--- config.mk ---
export PLATFORM = sky130hd
export DESIGN_NAME = key_debounce
export DESIGN_NICKNAME = d
export VERILOG_FILES = /design/src/rtl/key_debounce.sv
export SDC_FILE = /design/constraint.sdc
export NUM_CORES = 1
export LEC_CHECK = 0
export ABC_AREA = 1
export BUFFER_PORTS_ARGS = -buffer_cell sky130_fd_sc_hd__buf_2
export CORE_ASPECT_RATIO = 0.8
export CORE_MARGIN = 5
export CORE_UTILIZATION = 35
export DETAILED_ROUTE_END_ITERATION = 12
export GPL_ROUTABILITY_DRIVEN = 0
export GPL_TIMING_DRIVEN = 0
export HOLD_SLACK_MARGIN = 0.03
export PLACE_DENSITY = 0.54
export SLEW_MARGIN = 10
export SYNTH_ARGS = -nofsm -noshare
export SYNTH_HDL_FRONTEND = slang
export SYNTH_SLANG_ARGS = --single-unit
--- constraint.sdc ---
create_clock -name clk -period 1.6 [get_ports clk]
set_clock_uncertainty 0.2 [all_clocks]
set_input_delay 0.08 -clock clk [delete_from_list [all_inputs] [get_ports clk]]
set_output_delay 0.08 -clock clk [all_outputs]
set_load 0.05 [all_outputs]
--- src/rtl/key_debounce.sv ---
// rtl/key_debounce.sv - per-key synchroniser, stability counter and FSM giving clean level plus press/release pulses.
// Optional long-press pulse generator is built only when KEY_LONG_PRESS_EN is defined.
module key_debounce #(
   parameter int NUM_KEYS   = 2,
   parameter int CNT_MAX    = 1_000_000,
   parameter bit KEY_ACTIVE = 1'b0,
   parameter int LONG_MAX   = 50_000_000
) (
   input  logic                clk,
   input  logic                rst,
   input  logic [NUM_KEYS-1:0] key_in,
   output logic [NUM_KEYS-1:0] key_level,
   output logic [NUM_KEYS-1:0] key_press,
   output logic [NUM_KEYS-1:0] key_release,
   output logic [NUM_KEYS-1:0] key_long
);

   localparam int CW = $clog2(CNT_MAX + 1);
   localparam logic [CW-1:0] CNT_LAST = CW'(CNT_MAX - 1);

   typedef enum logic [1:0] {UP, DEB_DN, DOWN, DEB_UP} state_t;

   state_t              state_q [NUM_KEYS];
   state_t              state_d [NUM_KEYS];
   logic [CW-1:0]       cnt_q   [NUM_KEYS];
   logic [CW-1:0]       cnt_d   [NUM_KEYS];
   logic [NUM_KEYS-1:0] s1_q, s2_q;
   logic [NUM_KEYS-1:0] level_q, level_d;
   logic [NUM_KEYS-1:0] press_q, press_d;
   logic [NUM_KEYS-1:0] release_q, release_d;
   logic [NUM_KEYS-1:0] p;

   // p is the pressed sample in logical polarity, independent of pin polarity
   assign p = KEY_ACTIVE ? s2_q : ~s2_q;

   always_comb begin
      for (int i = 0; i < NUM_KEYS; i++) begin
         state_d[i]   = state_q[i];
         cnt_d[i]     = cnt_q[i];
         level_d[i]   = level_q[i];
         press_d[i]   = 1'b0;
         release_d[i] = 1'b0;
         case (state_q[i])
            UP: begin
               cnt_d[i] = '0;
               if (p[i]) state_d[i] = DEB_DN;
            end
            DEB_DN: begin
               if (!p[i]) begin
                  state_d[i] = UP;
                  cnt_d[i]   = '0;
               end else if (cnt_q[i] == CNT_LAST) begin
                  state_d[i] = DOWN;
                  level_d[i] = 1'b1;
                  press_d[i] = 1'b1;
                  cnt_d[i]   = '0;
               end else begin
                  cnt_d[i] = cnt_q[i] + 1'b1;
               end
            end
            DOWN: begin
               cnt_d[i] = '0;
               if (!p[i]) state_d[i] = DEB_UP;
            end
            DEB_UP: begin
               if (p[i]) begin
                  state_d[i] = DOWN;
                  cnt_d[i]   = '0;
               end else if (cnt_q[i] == CNT_LAST) begin
                  state_d[i]   = UP;
                  level_d[i]   = 1'b0;
                  release_d[i] = 1'b1;
                  cnt_d[i]     = '0;
               end else begin
                  cnt_d[i] = cnt_q[i] + 1'b1;
               end
            end
            default: begin
               state_d[i] = UP;
               cnt_d[i]   = '0;
            end
         endcase
      end
   end

   always_ff @(posedge clk or posedge rst) begin
      if (rst) begin
         s1_q      <= {NUM_KEYS{~KEY_ACTIVE}};
         s2_q      <= {NUM_KEYS{~KEY_ACTIVE}};
         level_q   <= '0;
         press_q   <= '0;
         release_q <= '0;
         for (int i = 0; i < NUM_KEYS; i++) begin
            state_q[i] <= UP;
            cnt_q[i]   <= '0;
         end
      end else begin
         s1_q      <= key_in;
         s2_q      <= s1_q;
         level_q   <= level_d;
         press_q   <= press_d;
         release_q <= release_d;
         for (int i = 0; i < NUM_KEYS; i++) begin
            state_q[i] <= state_d[i];
            cnt_q[i]   <= cnt_d[i];
         end
      end
   end

   assign key_level   = level_q;
   assign key_press   = press_q;
   assign key_release = release_q;

`ifdef KEY_LONG_PRESS_EN
   localparam int LW = $clog2(LONG_MAX + 1);
   localparam logic [LW-1:0] HOLD_SAT  = LW'(LONG_MAX);
   localparam logic [LW-1:0] HOLD_LAST = LW'(LONG_MAX - 1);

   logic [LW-1:0]       hold_q [NUM_KEYS];
   logic [LW-1:0]       hold_d [NUM_KEYS];
   logic [NUM_KEYS-1:0] long_q, long_d;

   // Saturating at LONG_MAX keeps the pulse to once per press, even across DEB_UP bounces
   always_comb begin
      for (int i = 0; i < NUM_KEYS; i++) begin
         hold_d[i] = hold_q[i];
         long_d[i] = 1'b0;
         if ((state_q[i] == DOWN) || (state_q[i] == DEB_UP)) begin
            if (state_d[i] == UP) begin
               hold_d[i] = '0;
            end else if (hold_q[i] != HOLD_SAT) begin
               hold_d[i] = hold_q[i] + 1'b1;
               if (hold_q[i] == HOLD_LAST) long_d[i] = 1'b1;
            end
         end else begin
            hold_d[i] = '0;
         end
      end
   end

   always_ff @(posedge clk or posedge rst) begin
      if (rst) begin
         long_q <= '0;
         for (int i = 0; i < NUM_KEYS; i++) hold_q[i] <= '0;
      end else begin
         long_q <= long_d;
         for (int i = 0; i < NUM_KEYS; i++) hold_q[i] <= hold_d[i];
      end
   end

   assign key_long = long_q;
`else
   logic long_max_unused;
   assign long_max_unused = ^LONG_MAX;
   assign key_long        = '0;
`endif

endmodule

==> results.sh <==
export IMPL_wl_per_cell_um=12.4
export IMPL_ys_warn_count=0
export IMPL_timing_fmax_mhz=594
export IMPL_crit_required_ps=1600
export IMPL_end_kind="flip-flop"
export IMPL_die_w_um=115
export IMPL_timing_final_crit_share=1.05
export IMPL_critPathMaxFanout=5
export IMPL_tritoncts="done"
export IMPL_die_h_um=93.6
export IMPL_fin_ws_ps=-83.4
export IMPL_dieArea_um2=10700
export IMPL_startpoint="cnt_q[21]$_DFF_PP0_"
export IMPL_post_dp_cell_area_um2=3310
export IMPL_drv_slew=0
export IMPL_hp_start="s1_q[0]$_DFF_PP1_"
export IMPL_yosys_top_cells_count="nand2_1, nor2_1, dfrtp_1"
export IMPL_drc=0
export IMPL_std_cell_rows=30
export IMPL_area_growth_pct=31.0
export IMPL_hpwl_um=4650
export IMPL_vias_per_cell=4.61
export IMPL_grt_util_all_layers=0.136
export IMPL_finalHoldViolCount=0
export IMPL_status="finished, violations left"
export IMPL_htree_levels=2
export IMPL_cts_clk_slew_worst_paths_ps=90
export IMPL_whs_path_depth=0
export IMPL_syn_area_um2=3060
export IMPL_start_util=0.359
export IMPL_cp_start_kind="flip-flop"
export IMPL_path_class="reg2reg"
export IMPL_cts_buffer_depth=2
export IMPL_nNetsFinal=449
export IMPL_cts_inserted_buffers=5
export IMPL_async_flop_share=1.00
export IMPL_critical_path_top_delay_family="simple AND/OR/NAND/NOR gates"
export IMPL_top_layer="met4"
export IMPL_dr_wl_met2_um=2870
export IMPL_dr_wl_met3_um=322
export IMPL_cp_depth=9
export IMPL_ys_seq_elements=54
export IMPL_layout_min_cycle_time_ps=1680
export IMPL_reg2reg_depth=9
export IMPL_powerDensity_nw_per_um2=579
export IMPL_fin_area_um2=4010
export IMPL_first_global_vias=2373
export IMPL_setup_viol=39
export IMPL_first_iter_violations=93
export IMPL_rsz0062_at_grt="yes"
export IMPL_cp_arrival_ps=1680
export IMPL_wl_met1_um=3600
export IMPL_cts_root_buffer="clkbuf_8"
export IMPL_synth_most_common_cell="nand2_1"
export IMPL_hp_class="reg2reg"
export IMPL_max_stage_delay_ps=390
export IMPL_clkLatencyLatePin_ps=310
export IMPL_num_antenna_cells=0
export IMPL_r2r_start="cnt_q[21]$_DFF_PP0_"
export IMPL_synth_edff_count=0
export IMPL_synth_yosys_seq_area_share=0.444
export IMPL_drive_gt1_frac=0.365
export IMPL_yosys_top_cells_area="dfrtp_1, nand2_1, nor2_1"
export IMPL_cp_cell_sequence="ha_4 > nand2_4 > nor2_4 > nand2_2 > nor2_4 > inv_2 > nand2_4 > buf_6 > nor2_1"
export IMPL_path_buf_inv=2
export IMPL_grt_max_degree=30
export IMPL_drv_cap=0
export IMPL_stdcell_count=556
export IMPL_worst_slew_pin_slew_ps=667
export IMPL_fp_coreArea_um2=8520
export IMPL_grt_pass1_wl_um=11600
export IMPL_syn_area_per_cell_um2=7.86
export IMPL_drtPass1Iterations=4
export IMPL_portBuffers=9
export IMPL_synth_top_cell_by_area="dfrtp_1"
export IMPL_ios=12
export IMPL_synth_ff_type="dfrtp_1"
export IMPL_overflow=0
export IMPL_postRouteAntennaNets=0
export IMPL_reg2reg_slack_ps=-80
export IMPL_dr_total_vias=2561
export IMPL_max_vdd_ir_drop_mv=0.375
export IMPL_netlist_cell_type_count=32
export IMPL_placed_cells=512
export IMPL_cts_sinks=54
export IMPL_antenna_found_initial=0
export IMPL_crit_slowest_cell="dfrtp_1"
export IMPL_violations="setup timing"
export IMPL_synth_top_area_share=0.409
export IMPL_slew_headroom=0.555
export IMPL_netlist_instances=389
export IMPL_leakagePower_nw=1.75
export IMPL_wl_um=6880
-- metrics by stage --
step,utilization,power (mW),setup slack (ps),setup TNS [ps],hold WS [ps]
floorplan,-,1.50,-61.9,-1130,-116
global route,0.470,2.43,-187,-6260,167
CTS,0.435,2.34,-92.6,-2390,161
finish,0.470,2.32,-83.4,-1820,160
detailed placement,0.388,1.54,-318,-8540,-10.7
global placement,0.386,1.53,-818,-50270,-12.2
-- routing by layer --
metal | vias up | global-route usage
met5 | - | 0
met4 | 0 | 0.0475
met3 | 5 | 0.0207
met2 | 42 | 0.190
met1 | 1204 | 0.208
li1 | 1310 | -
-- report_power, final --
group	switching (mW)	total (mW)	internal, mW
Sequential	0.0120	1.39	1.38
Combinational	0.102	0.164	0.0619
Clock	0.449	0.762	0.313
Total	0.563	2.32	1.76
-- layout by cell type (no fill, tap or decap), drive strengths merged, types with 5 or more instances in the layout --
master | synthesis | routed
nand3 | 23 | 23
nand2 | 90 | 90
xor2 | 7 | 7
buf | 4 | 47
inv | 56 | 55
nor2 | 95 | 95
a21oi | 5 | 5
nand4 | 8 | 8
clkbuf | 0 | 8
o21ai | 11 | 11
nor3 | 25 | 25
dfrtp | 50 | 50
-- final cells by class --
| type | count | area (µm²) |
|---|---|---|
| Fill cell | 838 | 4520 |
| Clock buffer | 8 | 80.1 |
| Timing Repair Buffer | 46 | 397 |
| Inverter | 56 | 215 |
| Buffer | 4 | 46.3 |
| Multi-Input combinational cell | 276 | 1770 |
| Tap cell | 112 | 140 |
| Sequential cell | 54 | 1360 |
-- registers in the layout (all words and copies together) (netlist names), named ones only --
name / count
key_level: 2
state_q: 2
key_press: 2
s2_q: 2
key_release: 2
cnt_q: 40
s1_q: 2
-- timing repair --
action | 4_1_cts | 5_1_grt
setup buffers | 16 | 17
hold buffers | 3 | 0
pin swaps | 21 | 23
resized for setup | 40 | 48
endpoints found under the setup margin | 49 | 48
hold endpoints to repair | 28 | 0
cloned | 2 | 0
-- cell families after synthesis --
kind of cell,count (synthesis),share of synthesized area
flip-flops,54,0.444
AO/OA/AOI/OAI,18,0.0323
buffers and inverters,60,0.0847
other,1,0.00123
AND/OR/NAND/NOR,243,0.399
adder cells (fa/ha/maj),2,0.00818
XOR/XNOR,11,0.0315
-- path summary, 6_finish.rpt --
| path | endpoint |
|---|---|
| setup reg to reg | cnt_q[24]$_DFF_PP0_ |
| min in group asynchronous | key_release[1]$_DFF_PP0_ |
| hold reg to reg | s2_q[0]$_DFF_PP1_ |
| setup / recovery | cnt_q[24]$_DFF_PP0_ |
| max in group asynchronous | s1_q[0]$_DFF_PP1_ |
| hold / removal | s2_q[0]$_DFF_PP1_ |
(Power assumes the default switching activity.)
